==> config.mk <==
export PLATFORM = sky130hd
export DESIGN_NAME = song_player
export DESIGN_NICKNAME = d
export VERILOG_FILES = /design/src/rtl/song_player.sv
export SDC_FILE = /design/constraint.sdc
export NUM_CORES = 1
export LEC_CHECK = 0
export CORE_ASPECT_RATIO = 0.9
export CORE_UTILIZATION = 30
export CTS_CLUSTER_SIZE = 30
export DETAILED_ROUTE_END_ITERATION = 12
export GPL_TIMING_DRIVEN = 0
export PLACE_DENSITY_LB_ADDON = 0.1
export SLEW_MARGIN = 25
export SYNTH_ARGS = -nofsm -noshare
export SYNTH_HDL_FRONTEND = slang
export SYNTH_SLANG_ARGS = --single-unit
==> constraint.sdc <==
create_clock -name clk -period 2.8 [get_ports clk]
set_clock_uncertainty 0.15 [all_clocks]
set_input_delay 0.56 -clock clk [delete_from_list [all_inputs] [get_ports clk]]
set_output_delay 0.56 -clock clk [all_outputs]
set_load 0.01 [all_outputs]
==> src/rtl/song_player.sv <==
// Auto-play sequencer: walks a song ROM and drives note/pitch/stop to the Buzzer stage.
// Latency: start -> first note on the outputs 3 cycles later; abort -> IDLE outputs next cycle.
// Backpressure: none; pause (level) freezes the PLAY/GAP timers and raises stop while held.
//
// Ports:
//   clk, rst_n          clock, asynchronous active-low reset
//   start, abort        1-cycle control pulses from the mode controller
//   pause               level, freezes playback in PLAY/GAP
//   rom_addr, rom_data  song ROM port; data valid one cycle after the address changes
//                       rom_data[6:0]=note one-hot, [9:7]=pitch one-hot, [13:10]=beats
//   note, pitch, stop   Buzzer drive (stop=1 freezes the Buzzer)
//   busy, done          status: busy outside IDLE, done pulses on normal end of song
module song_player #(
    parameter int BEAT_CYCLES = 25_000_000,
    parameter int GAP_CYCLES  = 2_500_000,
    parameter int ADDR_W      = 5
) (
    input  logic              clk,
    input  logic              rst_n,
    input  logic              start,
    input  logic              pause,
    input  logic              abort,
    output logic [ADDR_W-1:0] rom_addr,
    input  logic [13:0]       rom_data,
    output logic [6:0]        note,
    output logic [2:0]        pitch,
    output logic              stop,
    output logic              busy,
    output logic              done
);

    localparam int TICK_W = (BEAT_CYCLES > 1) ? $clog2(BEAT_CYCLES) : 1;
    localparam int GAP_W  = (GAP_CYCLES > 1) ? $clog2(GAP_CYCLES) : 1;
    localparam logic [TICK_W-1:0] TICK_LAST = TICK_W'(BEAT_CYCLES - 1);
    localparam logic [GAP_W-1:0]  GAP_LAST  = GAP_W'(GAP_CYCLES - 1);
    localparam logic [ADDR_W-1:0] ADDR_LAST = '1;
    localparam logic [2:0]        PITCH_MID = 3'b010;

    typedef enum logic [2:0] {
        S_IDLE,
        S_FETCH,
        S_LOAD,
        S_PLAY,
        S_GAP,
        S_FINISH
    } state_t;

    state_t            r_state, w_state_nxt;
    logic [ADDR_W-1:0] r_addr,  w_addr_nxt;
    logic [6:0]        r_note,  w_note_nxt;
    logic [2:0]        r_pitch, w_pitch_nxt;
    logic              r_stop,  w_stop_nxt;
    logic              r_busy,  w_busy_nxt;
    logic              r_done,  w_done_nxt;
    logic [TICK_W-1:0] r_tick,  w_tick_nxt;
    logic [3:0]        r_beats, w_beats_nxt;
    logic [GAP_W-1:0]  r_gap,   w_gap_nxt;

    logic [3:0] w_rom_beats;
    logic [2:0] w_rom_pitch;
    logic       w_pitch_ok;

    assign w_rom_beats = rom_data[13:10];
    assign w_rom_pitch = rom_data[9:7];
    // Anything that is not a clean one-hot pitch falls back to the middle octave.
    assign w_pitch_ok  = (w_rom_pitch == 3'b001) || (w_rom_pitch == 3'b010) ||
                         (w_rom_pitch == 3'b100);

    always_ff @(posedge clk or negedge rst_n) begin
        if (!rst_n) begin
            r_state <= S_IDLE;
            r_addr  <= '0;
            r_note  <= '0;
            r_pitch <= PITCH_MID;
            r_stop  <= 1'b1;
            r_busy  <= 1'b0;
            r_done  <= 1'b0;
            r_tick  <= '0;
            r_beats <= '0;
            r_gap   <= '0;
        end else begin
            r_state <= w_state_nxt;
            r_addr  <= w_addr_nxt;
            r_note  <= w_note_nxt;
            r_pitch <= w_pitch_nxt;
            r_stop  <= w_stop_nxt;
            r_busy  <= w_busy_nxt;
            r_done  <= w_done_nxt;
            r_tick  <= w_tick_nxt;
            r_beats <= w_beats_nxt;
            r_gap   <= w_gap_nxt;
        end
    end

    always_comb begin
        w_state_nxt = r_state;
        w_addr_nxt  = r_addr;
        w_note_nxt  = r_note;
        w_pitch_nxt = r_pitch;
        w_stop_nxt  = r_stop;
        w_busy_nxt  = 1'b1;
        w_done_nxt  = 1'b0;
        w_tick_nxt  = r_tick;
        w_beats_nxt = r_beats;
        w_gap_nxt   = r_gap;

        if (abort) begin
            // Abort overrides start, pause and any transition of the current state.
            w_state_nxt = S_IDLE;
            w_addr_nxt  = '0;
            w_note_nxt  = '0;
            w_stop_nxt  = 1'b1;
            w_busy_nxt  = 1'b0;
            w_tick_nxt  = '0;
            w_beats_nxt = '0;
            w_gap_nxt   = '0;
        end else begin
            case (r_state)
                S_IDLE: begin
                    w_note_nxt = '0;
                    w_stop_nxt = 1'b1;
                    w_busy_nxt = 1'b0;
                    if (start) begin
                        w_state_nxt = S_FETCH;
                        w_addr_nxt  = '0;
                        w_busy_nxt  = 1'b1;
                    end
                end
                S_FETCH: begin
                    w_state_nxt = S_LOAD;
                end
                S_LOAD: begin
                    if (w_rom_beats == 4'd0) begin
                        // Zero beats marks the end of the song.
                        w_state_nxt = S_FINISH;
                        w_done_nxt  = 1'b1;
                        w_note_nxt  = '0;
                        w_stop_nxt  = 1'b1;
                    end else begin
                        w_state_nxt = S_PLAY;
                        w_note_nxt  = rom_data[6:0];
                        w_pitch_nxt = w_pitch_ok ? w_rom_pitch : PITCH_MID;
                        w_beats_nxt = w_rom_beats;
                        w_tick_nxt  = '0;
                        w_stop_nxt  = 1'b0;
                    end
                end
                S_PLAY: begin
                    w_stop_nxt = pause;
                    if (!pause) begin
                        if (r_tick == TICK_LAST) begin
                            w_tick_nxt = '0;
                            if (r_beats == 4'd1) begin
                                w_state_nxt = S_GAP;
                                w_gap_nxt   = '0;
                                w_note_nxt  = '0;
                            end else begin
                                w_beats_nxt = r_beats - 1'b1;
                            end
                        end else begin
                            w_tick_nxt = r_tick + 1'b1;
                        end
                    end
                end
                S_GAP: begin
                    w_stop_nxt = pause;
                    if (!pause) begin
                        if (r_gap == GAP_LAST) begin
                            // The last ROM slot ends the song instead of wrapping to entry 0.
                            if (r_addr == ADDR_LAST) begin
                                w_state_nxt = S_FINISH;
                                w_done_nxt  = 1'b1;
                                w_stop_nxt  = 1'b1;
                            end else begin
                                w_state_nxt = S_FETCH;
                                w_addr_nxt  = r_addr + 1'b1;
                            end
                        end else begin
                            w_gap_nxt = r_gap + 1'b1;
                        end
                    end
                end
                S_FINISH: begin
                    w_state_nxt = S_IDLE;
                    w_note_nxt  = '0;
                    w_stop_nxt  = 1'b1;
                    w_busy_nxt  = 1'b0;
                end
                default: begin
                    w_state_nxt = S_IDLE;
                    w_busy_nxt  = 1'b0;
                end
            endcase
        end
    end

    assign rom_addr = r_addr;
    assign note     = r_note;
    assign pitch    = r_pitch;
    assign stop     = r_stop;
    assign busy     = r_busy;
    assign done     = r_done;

endmodule
Yosys cells after proc, flatten, opt, wreduce, memory -nomap -nowiden:

Cells that the tools add are included.

* $add $sub $neg: 4
* equal/unequal tests: 22
* muxes and demuxes: 53
* bitwise gates (word level): 2
* reductions and logical operators: 18

Operators by type and width (count)
* two-way mux 22 bit: 6
* two-way mux 25 bit: 4
* one-hot mux 25 bit (2 select lines): 1
* one-hot mux 22 bit (2 select lines): 1
* two-way mux 7 bit: 5
* two-way mux 3 bit: 10
* inequality test 3 bit, second input constant: 10
* adder 25 x 1 -> 25 bit, second input constant: 1
* == test 25 bit, second input constant: 1
* two-way mux 5 bit: 5
* adder 22 x 1 -> 22 bit, second input constant: 1
* == test 22 bit, second input constant: 1
* one-hot mux 7 bit (3 select lines): 1
* two-way mux 4 bit: 5
* one-hot mux 3 bit (5 select lines): 1
* AND reduction 6 bit: 2
* one-hot mux 5 bit (2 select lines): 1
* AND reduction 5 bit: 2
* == test 3 x 2 -> 1 bit, second input constant: 3
* == test 3 bit, second input constant: 3
* two-way mux 1 bit: 9
* nonzero test 3 bit: 3
* one-hot mux 4 bit (2 select lines): 1
* == test 3 x 1 -> 1 bit, second input constant: 2
* other kinds (16): 20

* bits in registers: 72

Logic depth before layout (Yosys ltp):

* depth in word-level cells: 6
* gate-level depth with buffers: 9
* gate-level depth less buffers: 8

Least setup slack after synthesis:

OpenSTA, ideal clock, no wires.

* path type: register to register
* from: register r_beats[1]
* to: register r_gap[18]
* setup time: 79 ps
* data arrival time: 2253 ps
* slack: 318 ps
* cell stages (with the launch flop): 9
* path buffers: 1
* period minus slack after synthesis: 2482 ps
* cell sequence: dfrtp_1 -> inv_1 -> ha_1 -> or4b_4 -> nor4_4 -> a21oi_2 -> buf_6 -> or4_1 -> a21oi_1

* word-level cells in the longest chain between the ends: 3

RTL lines
* start: declaration: RTL line 56 `logic [3:0] r_beats, w_beats_nxt;`
* start signal: assignment: RTL line 90 `r_beats <= w_beats_nxt;`
* == test 4 x 1 -> 1 bit: RTL line 153 `if (r_beats == 4'd1) begin`
* inequality test 3 bit (no source line)
* AND reduction 6 bit (no source line)
* end signal: assignment: RTL line 91 `r_gap <= w_gap_nxt;`
* end: declaration: RTL line 57 `logic [GAP_W-1:0] r_gap, w_gap_nxt;`

Every way passes these cells.
A chain may end at the register's enable or synchronous reset.

Worst setup path in the final report:

Same ends and word-level chain as after synthesis.

==> impl_metrics.prom <==
# TYPE chip_impl_metric gauge
chip_impl_metric{name="arrival",unit="ns"} 2.80
chip_impl_metric{name="clock-sinks",unit=""} 72
chip_impl_metric{name="core",unit="mm^2"} 0.0140
chip_impl_metric{name="grt.overflow.total",unit=""} 0
chip_impl_info{name="cts_tree",value="built"} 1
chip_impl_info{name="post_synth_main_area_contributors",value="sky130_fd_sc_hd__dfrtp_1 (41%), sky130_fd_sc_hd__nand2_1 (4.5%), sky130_fd_sc_hd__nor2_1 (3.8%), sky130_fd_sc_hd__xor2_1 (3.5%), sky130_fd_sc_hd__nand3_1 (3.3%)"} 1
chip_impl_metric{name="insertedDiodeCount",unit=""} 0
chip_impl_metric{name="report.final.setup_viol",unit=""} 0
chip_impl_info{name="setup_repair_after_global_routing_missed_its_margin",value="no"} 1
chip_impl_metric{name="maxClockFrequency",unit="GHz"} 0.372
chip_impl_metric{name="p_per_area",unit="mW/mm^2"} 535
chip_impl_metric{name="cts-buffers-inserted",unit=""} 9
chip_impl_metric{name="worstMarginPinSlew",unit="ns"} 0.852
chip_impl_metric{name="mappedNetlistArea",unit="mm^2"} 0.00429
chip_impl_metric{name="dp_hpwl",unit="mm"} 8.35
chip_impl_metric{name="die_w",unit="um"} 128
chip_impl_metric{name="drcViolationCount",unit=""} 0
chip_impl_metric{name="p_leak",unit="nW"} 2.21
chip_impl_metric{name="placed_cells",unit=""} 703
chip_impl_metric{name="portBuffers",unit=""} 36
chip_impl_metric{name="detail_route.vias_per_cell",unit=""} 5.34
chip_impl_metric{name="io_pins",unit=""} 37
chip_impl_metric{name="synthSimpleGateAreaFrac",unit="%"} 28.6
chip_impl_metric{name="max_slew_margin",unit="%"} 42.8
chip_impl_metric{name="worstSkewPairLatency",unit="ns"} 0.35
chip_impl_metric{name="synth-seq-area-share",unit="%"} 42.0
chip_impl_metric{name="fin_area",unit="mm^2"} 0.00537
chip_impl_metric{name="syn_nets",unit=""} 498
chip_impl_info{name="ys.flop_type",value="sky130_fd_sc_hd__dfrtp_1"} 1
chip_impl_metric{name="mux_share_of_post_synthesis_cell_area",unit="%"} 3.55
chip_impl_info{name="synth_top_area_cell",value="sky130_fd_sc_hd__dfrtp_1"} 1
chip_impl_info{name="cp-startpoint",value="r_beats[1]"} 1
chip_impl_metric{name="timing.critical_path.fanout_max",unit=""} 10
chip_impl_metric{name="cts_hold_buf",unit=""} 0
chip_impl_metric{name="first_global_vias",unit=""} 3678
chip_impl_metric{name="async_reset_ff_share",unit="%"} 100
chip_impl_info{name="clk_root_buffer_cell",value="sky130_fd_sc_hd__clkbuf_16"} 1
chip_impl_metric{name="nNetsFinal",unit=""} 552
chip_impl_metric{name="yosys_warnings",unit=""} 0
chip_impl_metric{name="final_hold_viol_count",unit=""} 0
chip_impl_info{name="rr_startpoint",value="r_beats[1]"} 1
chip_impl_metric{name="wl_per_cell",unit="um"} 16.4
chip_impl_metric{name="ctsLongestPathBuffers",unit=""} 2
chip_impl_metric{name="min_period_over_period",unit="%"} 96.0
chip_impl_info{name="worstSetupStartpointType",value="flop"} 1
chip_impl_metric{name="gr-usage-all-layers",unit="%"} 17.1
chip_impl_info{name="hp-class",value="in2async"} 1
chip_impl_metric{name="starting_density",unit="%"} 30.7
chip_impl_metric{name="timing.final.crit_period",unit="ns"} 2.69
chip_impl_info{name="dominant_combinational_cell_family_by_area_after_synthesis",value="simple AND/OR/NAND/NOR gates"} 1
chip_impl_metric{name="synth_top_cell_area_share",unit="%"} 40.8
chip_impl_metric{name="die_height",unit="um"} 116
chip_impl_metric{name="netlist_instances",unit=""} 473
chip_impl_metric{name="num_vias",unit=""} 3875
chip_impl_metric{name="register_clock_pin_slew_on_the_reported_worst_setup_and_hold_paths",unit="ns"} 0.06
chip_impl_metric{name="number_of_max_cap_violations",unit=""} 0
chip_impl_info{name="synth.cells.most_frequent",value="sky130_fd_sc_hd__dfrtp_1 (70), sky130_fd_sc_hd__nand2_1 (51), sky130_fd_sc_hd__nor2_1 (43)"} 1
chip_impl_metric{name="htreeDepth",unit=""} 3
chip_impl_metric{name="syn_avg_cell_area",unit="um^2"} 9.08
chip_impl_metric{name="postPlaceCellArea",unit="mm^2"} 0.00493
chip_impl_metric{name="num_rows",unit=""} 41
chip_impl_metric{name="synth_compound_area_share",unit="%"} 17.2
chip_impl_metric{name="route.antenna.remaining_nets",unit=""} 0
chip_impl_info{name="outcome",value="completed"} 1
chip_impl_metric{name="post_layout_nonfiller_instances",unit=""} 725
chip_impl_info{name="path_class",value="reg2reg"} 1
chip_impl_metric{name="synth_xor_xnor_area_share",unit="%"} 3.47
chip_impl_info{name="synth.most_common_cell",value="sky130_fd_sc_hd__dfrtp_1"} 1
chip_impl_metric{name="first_pass_grt_wire_length",unit="mm"} 19.7
chip_impl_metric{name="grt_max_degree",unit=""} 43
chip_impl_metric{name="drt-total-wl",unit="mm"} 11.9
chip_impl_metric{name="synth_cell_types",unit=""} 63
chip_impl_info{name="worst_setup_path_end_kind",value="flop"} 1
chip_impl_metric{name="post_route_cells_drive_above_1_share",unit="%"} 12.2
chip_impl_metric{name="grt_antenna_before_repair",unit=""} 0
chip_impl_metric{name="detail_route.first_pass.iterations",unit=""} 4
chip_impl_metric{name="synth_enable_flop_cells",unit=""} 0
chip_impl_metric{name="synth_fa_ha_area_share",unit="%"} 1.75
chip_impl_metric{name="ir_worst_vdd",unit="uV"} 280
chip_impl_metric{name="drt-initial-drc-count",unit=""} 207
chip_impl_metric{name="synth_seq_cells",unit=""} 72
chip_impl_metric{name="timing_max_transition_violations_final",unit=""} 0
chip_impl_metric{name="die_area",unit="mm^2"} 0.0148
chip_impl_metric{name="place.gp.congestion",unit=""} 0.809
chip_impl_metric{name="area.growth.synth_to_final",unit="%"} 25.1
chip_impl_metric{name="cp.required",unit="ns"} 2.91
chip_impl_metric{name="nFillCells",unit=""} 1423
[final cells by class]
| cell class | count | area [um^2] | share of cell area [%] |
|---|---|---|---|
| buffer | 21 | 98.8 | 1.84 |
| clock buffer | 13 | 250 | 4.66 |
| clock inverter | 3 | 67.6 | 1.26 |
| inverter | 14 | 52.6 | 0.978 |
| multi-input combinational | 365 | 2420 | 45.1 |
| sequential | 72 | 1800 | 33.6 |
| tap | 193 | 241 | 4.49 |
| timing repair buffer | 44 | 437 | 8.13 |
[sequential cells by signal, indices dropped and copies added (netlist names)]
| register | cells |
|---|---|
| r_tick | 25 |
| r_state | 3 |
| r_gap | 22 |
| pitch | 3 |
| rom_addr | 5 |
| stop | 1 |
| note | 7 |
| done | 1 |
| r_beats | 4 |
| busy | 1 |
[through the flow]
stage	setup TNS (ns)	utilization (%)	worst slack (ns)	total power, mW	hold WS, ns
detailed placement	-24.74	35.2	-0.551	1.63	0.322
floorplan	0	-	0.318	1.42	0.114
finish	0	38.4	0.113	2.87	0.00906
global placement	-165.66	35.0	-1.80	1.63	0.320
global route	0	38.4	0.00546	3.01	0.0404
CTS	0	37.7	0.00756	2.90	0.0275
[cell usage in the layout (no fill, tap or decap), types with 14 or more instances in the layout]
cell                              count
sky130_fd_sc_hd__dfrtp_1             70
sky130_fd_sc_hd__nand2_1             50
sky130_fd_sc_hd__nor2_1              42
sky130_fd_sc_hd__clkdlybuf4s50_1     34
sky130_fd_sc_hd__nand3_1             28
sky130_fd_sc_hd__a21oi_1             20
sky130_fd_sc_hd__xor2_1              17
sky130_fd_sc_hd__o21ai_0             17
sky130_fd_sc_hd__nand4_1             15
sky130_fd_sc_hd__inv_1               14
sky130_fd_sc_hd__o31ai_1             14
[metal layers]
layer / track usage, % / wire, um / up-vias / part of all wire [%]
met5: 0 / 0 / - / 0
met4: 4.24 / 102 / 0 / 0.86
met3: 4.85 / 481 / 8 / 4.1
met2: 25.4 / 5070 / 77 / 43
met1: 24.5 / 6210 / 1905 / 52
li1: - / - / 1885 / -
[timing repair]
item	4_1_cts	5_1_grt
cloned	0	0
pin swaps	1	3
resized for setup	7	15
setup buffers	1	6
setup endpoints to repair	50	56
[worst max-delay path, cell delays in order (launching register included)]
cell                      delay [ns]
sky130_fd_sc_hd__dfrtp_1        0.39
sky130_fd_sc_hd__inv_1          0.11
sky130_fd_sc_hd__ha_2           0.21
sky130_fd_sc_hd__or4b_4         0.49
sky130_fd_sc_hd__nor4_4         0.31
sky130_fd_sc_hd__a21oi_2        0.14
sky130_fd_sc_hd__buf_6          0.17
sky130_fd_sc_hd__or4_1          0.50
sky130_fd_sc_hd__a21oi_1        0.15
[kinds of logic after synthesis]
family / Yosys count
AND/OR/NAND/NOR: 221
AO/OA/AOI/OAI: 106
adder cells (fa/ha/maj): 6
flip-flops: 72
multiplexers: 15
buffers and inverters: 36
XOR/XNOR: 17
[report_power, final]
| group | internal, mW | leakage (nW) | switching [mW] |
|---|---|---|---|
| Combinational | 0.211 | 1.07 | 0.276 |
| Sequential | 1.10 | 0.989 | 0.0350 |
| Clock | 0.806 | 0.150 | 0.446 |
[path summary, 6_finish.rpt]
kind	end	slack, ns	depth (start not counted)
min in group clk	pitch[1]	0.32	2
max in group asynchronous	pitch[1]	1.86	2
min	r_tick[20]	0.009	1
max	r_gap[18]	0.11	8
max reg2reg	r_gap[18]	0.11	8
min reg2reg	pitch[1]	0.32	2
Power figures use the tool's default switching activity.
